===== config.mk =====
export PLATFORM = sky130hd
export DESIGN_NAME = ram_b_access_ctrl_flat
export DESIGN_NICKNAME = d
export VERILOG_FILES = /design/src/rtl/mem_access_pkg.sv /design/src/rtl/ram_b_access_ctrl_if.sv /design/src/rtl/ram_b_lane.sv /design/src/rtl/ram_b_access_ctrl.sv /design/src/flat_wrapper.sv
export SDC_FILE = /design/constraint.sdc
export NUM_CORES = 1
export LEC_CHECK = 0
export CAP_MARGIN = 20
export CORE_UTILIZATION = 40
export DETAILED_ROUTE_END_ITERATION = 10
export HOLD_SLACK_MARGIN = 0.03
export PLACE_DENSITY = 0.75
export SYNTH_ARGS = -nofsm -noshare
export SYNTH_HDL_FRONTEND = slang
export SYNTH_HIERARCHICAL = 1
export SYNTH_SLANG_ARGS = --single-unit

===== constraint.sdc =====
create_clock -name clk -period 4.1 [get_ports clk]
set_input_delay 1.025 -clock clk [delete_from_list [all_inputs] [get_ports clk]]
set_output_delay 1.025 -clock clk [all_outputs]
set_load 0.005 [all_outputs]

===== src/rtl/mem_access_pkg.sv =====
// Shared encodings for the RAM_B load/store access unit.
package mem_access_pkg;

    localparam int DEPTH_DEF = 128;

    typedef enum logic [1:0] {
        SZ_BYTE = 2'b00,
        SZ_HALF = 2'b01,
        SZ_WORD = 2'b10,
        SZ_ILL  = 2'b11
    } size_t;

    typedef enum logic [2:0] {
        IDLE = 3'd0,
        RD   = 3'd1,
        WAIT = 3'd2,
        WR   = 3'd3,
        ERR  = 3'd4
    } state_t;

    // Illegal sizes are reported through the same path as misaligned ones.
    function automatic logic is_misaligned(size_t size, logic [1:0] lane);
        case (size)
            SZ_BYTE: is_misaligned = 1'b0;
            SZ_HALF: is_misaligned = lane[0];
            SZ_WORD: is_misaligned = (lane != 2'b00);
            default: is_misaligned = 1'b1;
        endcase
    endfunction

endpackage


===== src/rtl/ram_b_access_ctrl_if.sv =====
// CPU-side request/response bus of the RAM_B access unit.
interface ram_b_access_ctrl_if;
    // A request transfers on a clock edge where req_valid and req_ready are both
    // high; req_* are captured on that edge only. resp_* are valid only while
    // resp_valid is high, a one-cycle pulse with no back-pressure.
    logic        req_valid;
    logic        req_ready;
    logic        req_we;
    logic [1:0]  req_size;
    logic        req_unsigned;
    logic [31:0] req_addr;
    logic [31:0] req_wdata;
    logic        resp_valid;
    logic        resp_err;
    logic [31:0] resp_rdata;

    modport master (
        output req_valid, req_we, req_size, req_unsigned, req_addr, req_wdata,
        input  req_ready, resp_valid, resp_err, resp_rdata
    );

    modport slave (
        input  req_valid, req_we, req_size, req_unsigned, req_addr, req_wdata,
        output req_ready, resp_valid, resp_err, resp_rdata
    );
endinterface


===== src/rtl/ram_b_lane.sv =====
// Byte-lane helpers: sub-word store merge and load extraction with extension.
module ram_b_lane
    import mem_access_pkg::*;
(
    input  logic [31:0] word,
    input  logic [15:0] wdata,
    input  size_t       size,
    input  logic [1:0]  lane,
    input  logic        is_unsigned,
    output logic [31:0] merged,
    output logic [31:0] extracted
);
    logic [7:0]  byte_v;
    logic [15:0] half_v;

    always_comb begin
        merged    = word;
        extracted = word;
        byte_v    = word[{lane, 3'b000} +: 8];
        half_v    = word[{lane[1], 4'b0000} +: 16];
        case (size)
            SZ_BYTE: begin
                merged[{lane, 3'b000} +: 8] = wdata[7:0];
                extracted = is_unsigned ? {24'b0, byte_v} : {{24{byte_v[7]}}, byte_v};
            end
            SZ_HALF: begin
                merged[{lane[1], 4'b0000} +: 16] = wdata;
                extracted = is_unsigned ? {16'b0, half_v} : {{16{half_v[15]}}, half_v};
            end
            default: ;
        endcase
    end
endmodule


===== src/rtl/ram_b_access_ctrl.sv =====
// Load/store access unit in front of RAM_B: sub-word RMW stores, extending loads,
// alignment and range checks. All outputs are registered.
module ram_b_access_ctrl
    import mem_access_pkg::*;
#(
    parameter int ADDR_W = 20,
    parameter int DEPTH  = DEPTH_DEF,
    parameter int DATA_W = 32
) (
    input  logic                 clk,
    input  logic                 rst_n,
    ram_b_access_ctrl_if.slave   bus,
    output logic [ADDR_W-1:0]    ram_addra,
    output logic [DATA_W-1:0]    ram_dina,
    output logic                 ram_wea,
    input  logic [47:0]          ram_douta,
    output state_t               dbg_state
);
    state_t              state, state_n;
    logic                req_ready_q, req_ready_n;
    logic                resp_valid_q, resp_valid_n;
    logic                resp_err_q, resp_err_n;
    logic [31:0]         resp_rdata_q, resp_rdata_n;
    logic                ram_wea_n;
    logic [ADDR_W-1:0]   ram_addra_n;
    logic [DATA_W-1:0]   ram_dina_n;

    logic                lat_we, lat_uns;
    size_t               lat_size;
    logic [1:0]          lat_lane;
    logic [15:0]         lat_wdata;

    logic [ADDR_W-1:0]   idx;
    size_t               req_size;
    logic                req_bad, accept;
    logic [31:0]         merged, extracted;
    logic                unused_bits;

    assign idx         = bus.req_addr[ADDR_W+1:2];
    assign req_size    = size_t'(bus.req_size);
    assign req_bad     = is_misaligned(req_size, bus.req_addr[1:0]) || (idx >= ADDR_W'(DEPTH));
    assign accept      = bus.req_valid && (state == IDLE);
    // Upper address bits and RAM read bits [47:32] carry no information here.
    assign unused_bits = ^{bus.req_addr[31:ADDR_W+2], ram_douta[47:32]};

    ram_b_lane u_lane (
        .word        (ram_douta[31:0]),
        .wdata       (lat_wdata),
        .size        (lat_size),
        .lane        (lat_lane),
        .is_unsigned (lat_uns),
        .merged      (merged),
        .extracted   (extracted)
    );

    always_ff @(posedge clk) begin
        if (!rst_n) begin
            state        <= IDLE;
            req_ready_q  <= 1'b1;
            resp_valid_q <= 1'b0;
            resp_err_q   <= 1'b0;
            resp_rdata_q <= '0;
            ram_wea      <= 1'b0;
            ram_addra    <= '0;
            ram_dina     <= '0;
            lat_we       <= 1'b0;
            lat_uns      <= 1'b0;
            lat_size     <= SZ_BYTE;
            lat_lane     <= '0;
            lat_wdata    <= '0;
        end else begin
            state        <= state_n;
            req_ready_q  <= req_ready_n;
            resp_valid_q <= resp_valid_n;
            resp_err_q   <= resp_err_n;
            resp_rdata_q <= resp_rdata_n;
            ram_wea      <= ram_wea_n;
            ram_addra    <= ram_addra_n;
            ram_dina     <= ram_dina_n;
            if (accept) begin
                lat_we    <= bus.req_we;
                lat_uns   <= bus.req_unsigned;
                lat_size  <= req_size;
                lat_lane  <= bus.req_addr[1:0];
                lat_wdata <= bus.req_wdata[15:0];
            end
        end
    end

    always_comb begin
        state_n      = state;
        resp_valid_n = 1'b0;
        resp_err_n   = 1'b0;
        resp_rdata_n = '0;
        ram_wea_n    = 1'b0;
        ram_addra_n  = ram_addra;
        ram_dina_n   = ram_dina;
        case (state)
            IDLE: begin
                if (bus.req_valid) begin
                    if (req_bad) begin
                        state_n = ERR;
                    end else begin
                        ram_addra_n = idx;
                        // Full-word stores need no read, so they skip straight to WR.
                        if (bus.req_we && req_size == SZ_WORD) begin
                            state_n    = WR;
                            ram_wea_n  = 1'b1;
                            ram_dina_n = bus.req_wdata;
                        end else begin
                            state_n = RD;
                        end
                    end
                end
            end
            RD:   state_n = WAIT;
            WAIT: begin
                if (lat_we) begin
                    state_n    = WR;
                    ram_wea_n  = 1'b1;
                    ram_dina_n = merged;
                end else begin
                    state_n      = IDLE;
                    resp_valid_n = 1'b1;
                    resp_rdata_n = extracted;
                end
            end
            WR: begin
                state_n      = IDLE;
                resp_valid_n = 1'b1;
            end
            ERR: begin
                state_n      = IDLE;
                resp_valid_n = 1'b1;
                resp_err_n   = 1'b1;
            end
            default: state_n = IDLE;
        endcase
        req_ready_n = (state_n == IDLE);
    end

    assign bus.req_ready  = req_ready_q;
    assign bus.resp_valid = resp_valid_q;
    assign bus.resp_err   = resp_err_q;
    assign bus.resp_rdata = resp_rdata_q;
    assign dbg_state      = state;
endmodule


===== src/flat_wrapper.sv =====
// flat-port wrapper written by rule: the top's interface ports become plain ports
module ram_b_access_ctrl_flat import mem_access_pkg::*;
#(
    parameter int ADDR_W = 20,
    parameter int DEPTH  = DEPTH_DEF,
    parameter int DATA_W = 32
)
  (clk, rst_n, ram_addra, ram_dina, ram_wea, ram_douta, dbg_state, bus_req_valid, bus_req_we, bus_req_size, bus_req_unsigned, bus_req_addr, bus_req_wdata, bus_req_ready, bus_resp_valid, bus_resp_err, bus_resp_rdata);
  ram_b_access_ctrl_if bus_i ();
  input  logic clk;
  input  logic rst_n;
  output logic [ADDR_W-1:0] ram_addra;
  output logic [DATA_W-1:0] ram_dina;
  output logic ram_wea;
  input  logic [47:0] ram_douta;
  output state_t dbg_state;
  input wire logic [$bits(bus_i.req_valid)-1:0] bus_req_valid;
  input wire logic [$bits(bus_i.req_we)-1:0] bus_req_we;
  input wire logic [$bits(bus_i.req_size)-1:0] bus_req_size;
  input wire logic [$bits(bus_i.req_unsigned)-1:0] bus_req_unsigned;
  input wire logic [$bits(bus_i.req_addr)-1:0] bus_req_addr;
  input wire logic [$bits(bus_i.req_wdata)-1:0] bus_req_wdata;
  output wire logic [$bits(bus_i.req_ready)-1:0] bus_req_ready;
  output wire logic [$bits(bus_i.resp_valid)-1:0] bus_resp_valid;
  output wire logic [$bits(bus_i.resp_err)-1:0] bus_resp_err;
  output wire logic [$bits(bus_i.resp_rdata)-1:0] bus_resp_rdata;
  assign bus_i.req_valid = bus_req_valid;
  assign bus_i.req_we = bus_req_we;
  assign bus_i.req_size = bus_req_size;
  assign bus_i.req_unsigned = bus_req_unsigned;
  assign bus_i.req_addr = bus_req_addr;
  assign bus_i.req_wdata = bus_req_wdata;
  assign bus_req_ready = bus_i.req_ready;
  assign bus_resp_valid = bus_i.resp_valid;
  assign bus_resp_err = bus_i.resp_err;
  assign bus_resp_rdata = bus_i.resp_rdata;
  ram_b_access_ctrl #(.ADDR_W(ADDR_W), .DEPTH(DEPTH), .DATA_W(DATA_W)) u_core (.clk(clk), .rst_n(rst_n), .bus(bus_i), .ram_addra(ram_addra), .ram_dina(ram_dina), .ram_wea(ram_wea), .ram_douta(ram_douta), .dbg_state(dbg_state));
endmodule

After elaboration in Yosys (flattened, before gate mapping):

Cells that the tools add are included.

* $add $sub $neg: 2
* order comparisons: 1
* eq/ne operators: 11
* shift-type cells: 6
* multiplexer cells: 25
* bitwise gates (word level): 3
* reduce and logical (&&, ||, !) cells: 13

Operator list (number)
* 2-to-1 mux 32 bit: 6
* case mux 32 bit (2 select lines): 3
* bitwise mux 32 bit: 2
* variable shift 16 x 7 -> 32 bit, first input constant: 1
* variable shift 8 x 7 -> 32 bit, first input constant: 1
* variable part select 16 x 7 -> 32 bit: 1
* variable part select 32 x 6 -> 16 bit: 1
* variable part select 32 x 6 -> 8 bit: 1
* variable part select 8 x 7 -> 32 bit: 1
* >= comparator 20 x 8 -> 1 bit, second input constant: 1
* negation 5 -> 7 bit: 2
* case mux 3 bit (3 select lines): 1
* == test 3 x 2 -> 1 bit, second input constant: 2
* zero test 3 bit: 2
* 2-to-1 mux 1 bit: 6
* 2-to-1 mux 3 bit: 2
* != test 2 bit, second input constant: 3
* AND reduction 5 bit: 1
* == test 2 x 1 -> 1 bit, second input constant: 2
* zero test 2 bit: 2
* 2-to-1 mux 2 bit: 2
* case mux 1 bit (2 select lines): 2
* nonzero test 2 bit: 2
* == test 3 x 1 -> 1 bit, second input constant: 1
* other kinds (10): 13

* bits in registers: 113
* input bits: 119
* output and inout bits: 91
* logic and storage cells: 74

Longest topological paths before layout:

Gate-level depths: netlist of run 1.

* word-level depth: 7
* depth in mapped cells: 11
* depth with buffers taken out: 8

Modules after synthesis:

Netlist of run 1, hierarchy kept.

Modules (own cells, without submodules)
* ram_b_access_ctrl: instances 1, cells each 402, area each 4050.1 um2, sequential area each 2262.2 um2
* ram_b_lane: instances 1, cells each 285, area each 1775.5 um2, sequential area each 0.0 um2

Worst setup path before layout of run 1:

OpenSTA, ideal clock, no wires.

* path kind: input to register
* start point: input port bus_req_addr[10]
* end point: register u_core.ram_dina[10]
* setup time: 0.134 ns
* data arrival time: 2.288 ns
* required time: 3.966 ns
* setup slack: 1.678 ns
* cell stages on the path: 7
* path buffers: 2
* cells stage by stage: nor4_2 -> o211ai_2 -> o31ai_4 -> and2_1 -> buf_4 -> buf_4 -> a211oi_1

* cells in the longest elaborated chain, start to end: 4

RTL lines
* from (decl): RTL line flat_wrapper.sv:21 `input wire logic [$bits(bus_i.req_addr)-1:0] bus_req_addr;`
* >= comparator 20 x 8 -> 1 bit: RTL line ram_b_access_ctrl.sv:41 `assign req_bad = is_misaligned(req_size, bus.req_addr[1:0]) || (idx >= ADDR_W'(DEPTH));`
* logical OR 1 bit: RTL line ram_b_access_ctrl.sv:41
* != test 2 bit (no source line)
* AND reduction 5 bit (no source line)
* to (signal assigned): RTL line ram_b_access_ctrl.sv:79 `ram_dina <= ram_dina_n;`
* to (decl): RTL line ram_b_access_ctrl.sv:14 `output logic [DATA_W-1:0] ram_dina,`

Every way passes these cells.
A chain may end at the register's enable or synchronous reset.

Final worst setup path of run 1:

* start point: input port bus_req_addr[10]
* end point: register u_core.ram_dina[12]

Same word-level chain as after synthesis.

==> flow_summary.toml, run 1 <==
[timing]
hold_violations = 0
max_freq_mhz = 352
skew_ns = 0.00526
period_share_pct = 69.3
rsz0062_at_grt = "no"
min_period_ns = 2.84
slew_headroom_pct = 36.4
tns_ns = 0
setup_slack_ns = 1.26
tightest_slew_ns = 0.953
finalSetupViolations = 0
slew_viol_final = 0

[finish]
areaGrowthSynthToFinish_pct = 41.7
drive_gt1_share_pct = 6.90
num-fill-cells = 1258
stdcell_area_sq_um = 8260
mostFrequentLayoutCells = "183 x clkdlybuf4s50_1, 113 x dfxtp_1, 105 x nand2_1"
final_common_cell = "clkdlybuf4s50_1"
diodes = 0
finalNetCount = 968

[setup_path]
path_max_fanout = 23
critical_path.top_delay_family = "simple AND/OR/NAND/NOR gates"
crit_path_start_kind = "input port"
end_kind = "register"
critical_path_buf_inv_count = 2
slowest_delay_ns = 0.51
critical_path.cell_chain = "clkdlybuf4s50_1 -> nor4_2 -> o211ai_2 -> o31ai_4 -> and2_1 -> buf_12 -> a211oi_1"
critPathKind = "input port to register"
critPathArrivalTime_ns = 3.11
crit_required_ns = 4.37
slowest_stage = "and2_1"

[power_and_ir_drop]
ir_drop_mv = 0.277
clockPowerShare_pct = 46.3
power_density_nw_per_um2 = 360
swShare_pct = 24.9
pwr-share-seq_pct = 38.7
p_sw_mw = 0.739
p_comb_share_pct = 15.0
power_mw = 2.97
p_leak_nw = 3.03
p_int_mw = 2.23

[floorplanning]
core_region_area_sq_um = 14000
die_w_microns = 123
die_h_microns = 123
die_area_sq_um = 15100
rows = 43
initial_utilization_pct = 41.5
ios = 210

[detailed_routing]
vias = 5699
dr.first_iter.drc_count = 502
first_pass_iters = 6
routedWlPerCell_microns = 17.5
drc = 0
antenna_left = 0
routed_wl_mm = 18.2
vias_per_cell = 5.51

[placed_design]
dp_hpwl_mm = 13.0
io_buffer_count = 183
place_area_sq_um = 7700
place_congestion = 0.915
post-place-ws_ns = 0.847

[clock_tree]
cts_buffer_depth = 2
postCtsHoldBufs = 0
cts_resized = 0
cts_max_level = 4
clk_pin_slew_worst_paths_ns = 0.05
cts-root-buf = "clkbuf_16"
cts_tree = "done"
clock-sinks = 113
worstSkewPairLatency_ns = 0.41
cts_buffers = 17
cts_setup_buffers = 0

[yosys]
syn_area_sq_um = 5830
yosysWarnings = 6
syn_avg_cell_area_sq_um = 8.48
synthArstFlopShare_pct = 0
postSynthCellCount = 687
yosys_register_bits = 113
synth.distinct_cells = 52
yosys_most_used_dff = "dfxtp_1"
synth_edf_count = 0
ys_seq_area_share_pct = 38.8
synth_fp_nets = 811

[global_route]
grt_pass1_vias = 5263
grt_overflow = 0
grt.total_usage_pct = 24.5
antenna_found_initial = 0
grt_pass1_wl_mm = 28.0
grt_start_max_net_pins = 51

[outcome]
status = "finished, final reports clean"

[hold_path]
hp-class = "register to register"

[run]
maxCapViolCount = 0
[cells in the mapped netlist, types with 2 or more instances]
cell type / n / area [sq um]
nor3_1: 5 / 25.0
and2_1: 52 / 325
o221ai_1: 7 / 61.3
nor3_4: 2 / 32.5
nor3b_1: 5 / 37.5
o21ai_0: 22 / 110
clkbuf_1: 26 / 97.6
a21oi_1: 81 / 405
ha_1: 5 / 62.6
o21a_1: 2 / 15.0
a221o_1: 23 / 230
a222oi_1: 14 / 140
inv_1: 23 / 86.3
nor2_1: 28 / 105
mux2i_1: 48 / 480
or3b_1: 2 / 17.5
nand3b_1: 6 / 45.0
buf_2: 17 / 85.1
a22o_1: 5 / 43.8
nor2b_1: 10 / 62.6
or3b_2: 4 / 35.0
o21bai_1: 3 / 22.5
nand2b_1: 12 / 75.1
buf_4: 6 / 45.0
buf_6: 4 / 45.0
a211oi_1: 33 / 248
nand2_1: 105 / 394
dfxtp_1: 113 / 2260
[cells by family (layout without fill, tap and decap cells)]
| logic type | Yosys count | count (layout) | synth area share (%) |
|---|---|---|---|
| simple gates | 242 | 242 | 21.7 |
| compound gates | 200 | 200 | 23.8 |
| flops | 113 | 113 | 38.8 |
| buf+inv | 79 | 247 | 6.38 |
| mux | 48 | 48 | 8.25 |
| fa+ha+maj | 5 | 5 | 1.07 |
[tightest hold or removal path, delay by kind of cell (launching register included)]
kind            cells  cell delay, ns
compound gates      1            0.05
flops               1            0.30
simple gates        1            0.05
[final cells by class]
| type | instances | area, sq um | share of cell area, % |
|---|---|---|---|
| clock buffer | 24 | 502 | 6.08 |
| clock inverter | 6 | 55.1 | 0.667 |
| inverter | 24 | 90.1 | 1.09 |
| multi-input combinational | 495 | 3200 | 38.8 |
| sequential | 113 | 2260 | 27.4 |
| tap | 180 | 225 | 2.73 |
| timing repair buffer | 193 | 1920 | 23.2 |
[through the flow]
stage	hold WS (ns)	cells	util, %
4_1_cts	0.455	1035	58.8
3_5_place_dp	0.444	1005	54.8
2_1_floorplan	0.436	687	-
3_3_place_gp	0.441	1005	54.8
5_1_grt	0.470	1035	58.8
6_report	0.458	1035	58.8
[state kept, by name, indices dropped and copies added, names as in the netlist]
name / cells
u_core/ram_dina: 32
u_core/lat_lane: 2
u_core/bus.req_ready: 1
u_core/lat_wdata: 16
u_core/bus.resp_err: 1
u_core/lat_uns: 1
u_core/bus.resp_rdata: 32
u_core/ram_addra: 20
u_core/bus.resp_valid: 1
u_core/dbg_state: 3
u_core/lat_we: 1
u_core/lat_size: 2
u_core/ram_wea: 1
[metal layers]
layer	track usage (%)	wire [microns]	vias to the layer above	share of wire (%)
met4	7.93	294	0	1.6
met3	7.99	1860	16	10
met2	35.4	7720	277	43
met5	0	0	-	0
met1	34.1	8290	2628	46
li1	-	-	2778	-
[path summary, 6_finish.rpt]
kind,slack [ns],from,cells after the start,to
worst max-delay path,1.26,bus_req_addr[10],7,u_core/ram_dina[12]$_SDFFE_PN0P_
worst min-delay path,0.46,u_core/lat_wdata[15]$_SDFFE_PN0P_,2,u_core/lat_wdata[15]$_SDFFE_PN0P_
worst max register to register,1.45,u_core/lat_size[1]$_SDFFE_PN0P_,6,u_core/ram_dina[12]$_SDFFE_PN0P_
worst min register to register,0.46,u_core/lat_wdata[15]$_SDFFE_PN0P_,2,u_core/lat_wdata[15]$_SDFFE_PN0P_
[power groups by stage]
stage | registers (mW) | clock network [mW] | logic, mW
2_1_floorplan | 1.16 | 0 | 0.255
3_3_place_gp | 1.17 | 0 | 0.436
3_5_place_dp | 1.17 | 0 | 0.439
4_1_cts | 1.15 | 1.40 | 0.442
5_1_grt | 1.15 | 1.45 | 0.484
6_report | 1.15 | 1.38 | 0.447
(Power assumes the default switching activity.)
==> run 2, diff against run 1 <==
--- a/config.mk
+++ b/config.mk
@@ -9,7 +9,7 @@
 export CORE_UTILIZATION = 40
 export DETAILED_ROUTE_END_ITERATION = 10
 export HOLD_SLACK_MARGIN = 0.03
-export PLACE_DENSITY = 0.75
+export PLACE_DENSITY = 0.78
 export SYNTH_ARGS = -nofsm -noshare
 export SYNTH_HDL_FRONTEND = slang
 export SYNTH_HIERARCHICAL = 1
==> constraint.sdc (replaced) <==
create_clock -name clk -period 2.5 [get_ports clk]
set_input_delay 0.625 -clock clk [delete_from_list [all_inputs] [get_ports clk]]
set_output_delay 0.625 -clock clk [all_outputs]
set_load 0.005 [all_outputs]
==> run 2 against run 1 <==
- total power grew 75%
- die area is the same
- first-iteration DRC count grew 22%
- setup slack got worse by 1.1 ns
- hold slack better by 0.0022 ns
- critical path type is now register to register
==> flow_summary.toml, run 2 (synthesis gave the netlist of run 1 again) <==
[floorplanning]
die_h_microns = 123
die_area_sq_um = 15100
rows = 43
ios = 210
die_w_microns = 123
core_region_area_sq_um = 14000
initial_utilization_pct = 41.5

[detailed_routing]
dr.first_iter.drc_count = 612
antenna_left = 0
routedWlPerCell_microns = 17.6
first_pass_iters = 7
vias = 5886
drc = 0
vias_per_cell = 5.56
routed_wl_mm = 18.6

[setup_path]
critPathArrivalTime_ns = 2.58
ff2ff_setup_slack_ns = 0.19
reg2reg_depth = 10
crit_required_ns = 2.77
r2r-start = "u_core/lat_lane[1]$_SDFFE_PN0P_"
crit_path_start_kind = "register"
reg2reg_to = "u_core/ram_dina[9]$_SDFFE_PN0P_"
path_max_fanout = 37
crit_start = "u_core/lat_lane[1]$_SDFFE_PN0P_"
critPathKind = "register to register"
end_kind = "register"

[timing]
rsz0062_at_grt = "no"
max_freq_mhz = 433
slew_viol_final = 0
tns_ns = 0
min_period_ns = 2.31
whs_ns = 0.460
hold_violations = 0
finalSetupViolations = 0
setup_slack_ns = 0.189
tightest_slew_ns = 0.858
skew_ns = 0.00588
slew_headroom_pct = 42.4
period_share_pct = 92.5

[placed_design]
dp_hpwl_mm = 13.2
post-place-ws_ns = -0.160
io_buffer_count = 183
place_congestion = 0.965
place_area_sq_um = 7910

[power_and_ir_drop]
ir_drop_mv = 0.467
power_density_nw_per_um2 = 609
p_leak_nw = 3.17

[finish]
areaGrowthSynthToFinish_pct = 46.7
mostFrequentLayoutCells = "183 x clkdlybuf4s50_1, 113 x dfxtp_1, 105 x nand2_1"
diodes = 0
final_common_cell = "clkdlybuf4s50_1"
utilization_pct = 60.9
drive_gt1_share_pct = 9.56
finalNetCount = 990
stdcell_area_sq_um = 8550

[global_route]
grt_start_max_net_pins = 45
grt_pass1_wl_mm = 28.5
grt.total_usage_pct = 24.8
antenna_found_initial = 0
grt_pass1_vias = 5353
grt_overflow = 0

[hold_path]
whs_path_depth = 2
hp-class = "register to register"
hold_end = "u_core/lat_wdata[11]$_SDFFE_PN0P_"
min_from = "u_core/lat_wdata[11]$_SDFFE_PN0P_"

[clock_tree]
cts-root-buf = "clkbuf_16"
cts_tree = "done"
clock-sinks = 113
worstSkewPairLatency_ns = 0.42
cts_buffers = 17
cts_max_level = 4
cts_buffer_depth = 2
cts_resized = 0
clk_pin_slew_worst_paths_ns = 0.05

[run]
maxCapViolCount = 0

[outcome]
status = "finished, final reports clean"
run 2: layer usage:
metal,track usage [%],vias to the layer above,part of all wire [%]
li1,-,2813,-
met1,33.8,2733,44
met2,37.9,315,45
met3,6.69,25,10
met4,7.47,0,1.4
met5,0,-,0
run 2: layout make-up:
type / instances / area [sq um]
fill: 1194 / 5500
multi-input combinational: 495 / 3200
sequential: 113 / 2260
timing repair buffer: 215 / 2130
clock buffer: 22 / 484
tap: 180 / 225
clock inverter: 10 / 148
inverter: 24 / 90.1
run 2: how the worst max path moves through the flow:
stage	endpoint	slack, ns	depth (start not counted)
after floorplan	u_core/ram_dina[16]$_SDFFE_PN0P_	0.15	11
after global placement	u_core/ram_dina[15]$_SDFFE_PN0P_	-0.12	7
after detailed placement	u_core/ram_dina[13]$_SDFFE_PN0P_	-0.16	7
after CTS	u_core/ram_dina[9]$_SDFFE_PN0P_	0.16	9
after global routing	u_core/ram_dina[9]$_SDFFE_PN0P_	0.03	10
final	u_core/ram_dina[9]$_SDFFE_PN0P_	0.19	10
run 2: worst max-delay path: stages, from the launching register on:
cell      delay (ns)
dfxtp_1         0.39
inv_2           0.06
buf_4           0.25
ha_1            0.25
nand2_1         0.11
nor4_4          0.06
buf_4           0.17
a222oi_1        0.46
inv_1           0.09
mux2i_1         0.21
a211oi_1        0.12
run 2: what timing repair did:
action	4_1_cts	5_1_grt
hold buffers	0	0
setup endpoints to repair	0	1
setup buffers	0	1
run 2: through the flow:
stage,cells,power (mW)
3_5_place_dp,1026,2.67
6_report,1059,5.21
2_1_floorplan,687,2.32
5_1_grt,1059,5.39
4_1_cts,1058,5.23
3_3_place_gp,1026,2.66
run 2: power breakdown:
group	total [mW]	switching [mW]	internal, mW
logic	0.778	0.407	0.371
clock network	2.56	0.874	1.68
registers	1.87	0.0342	1.84
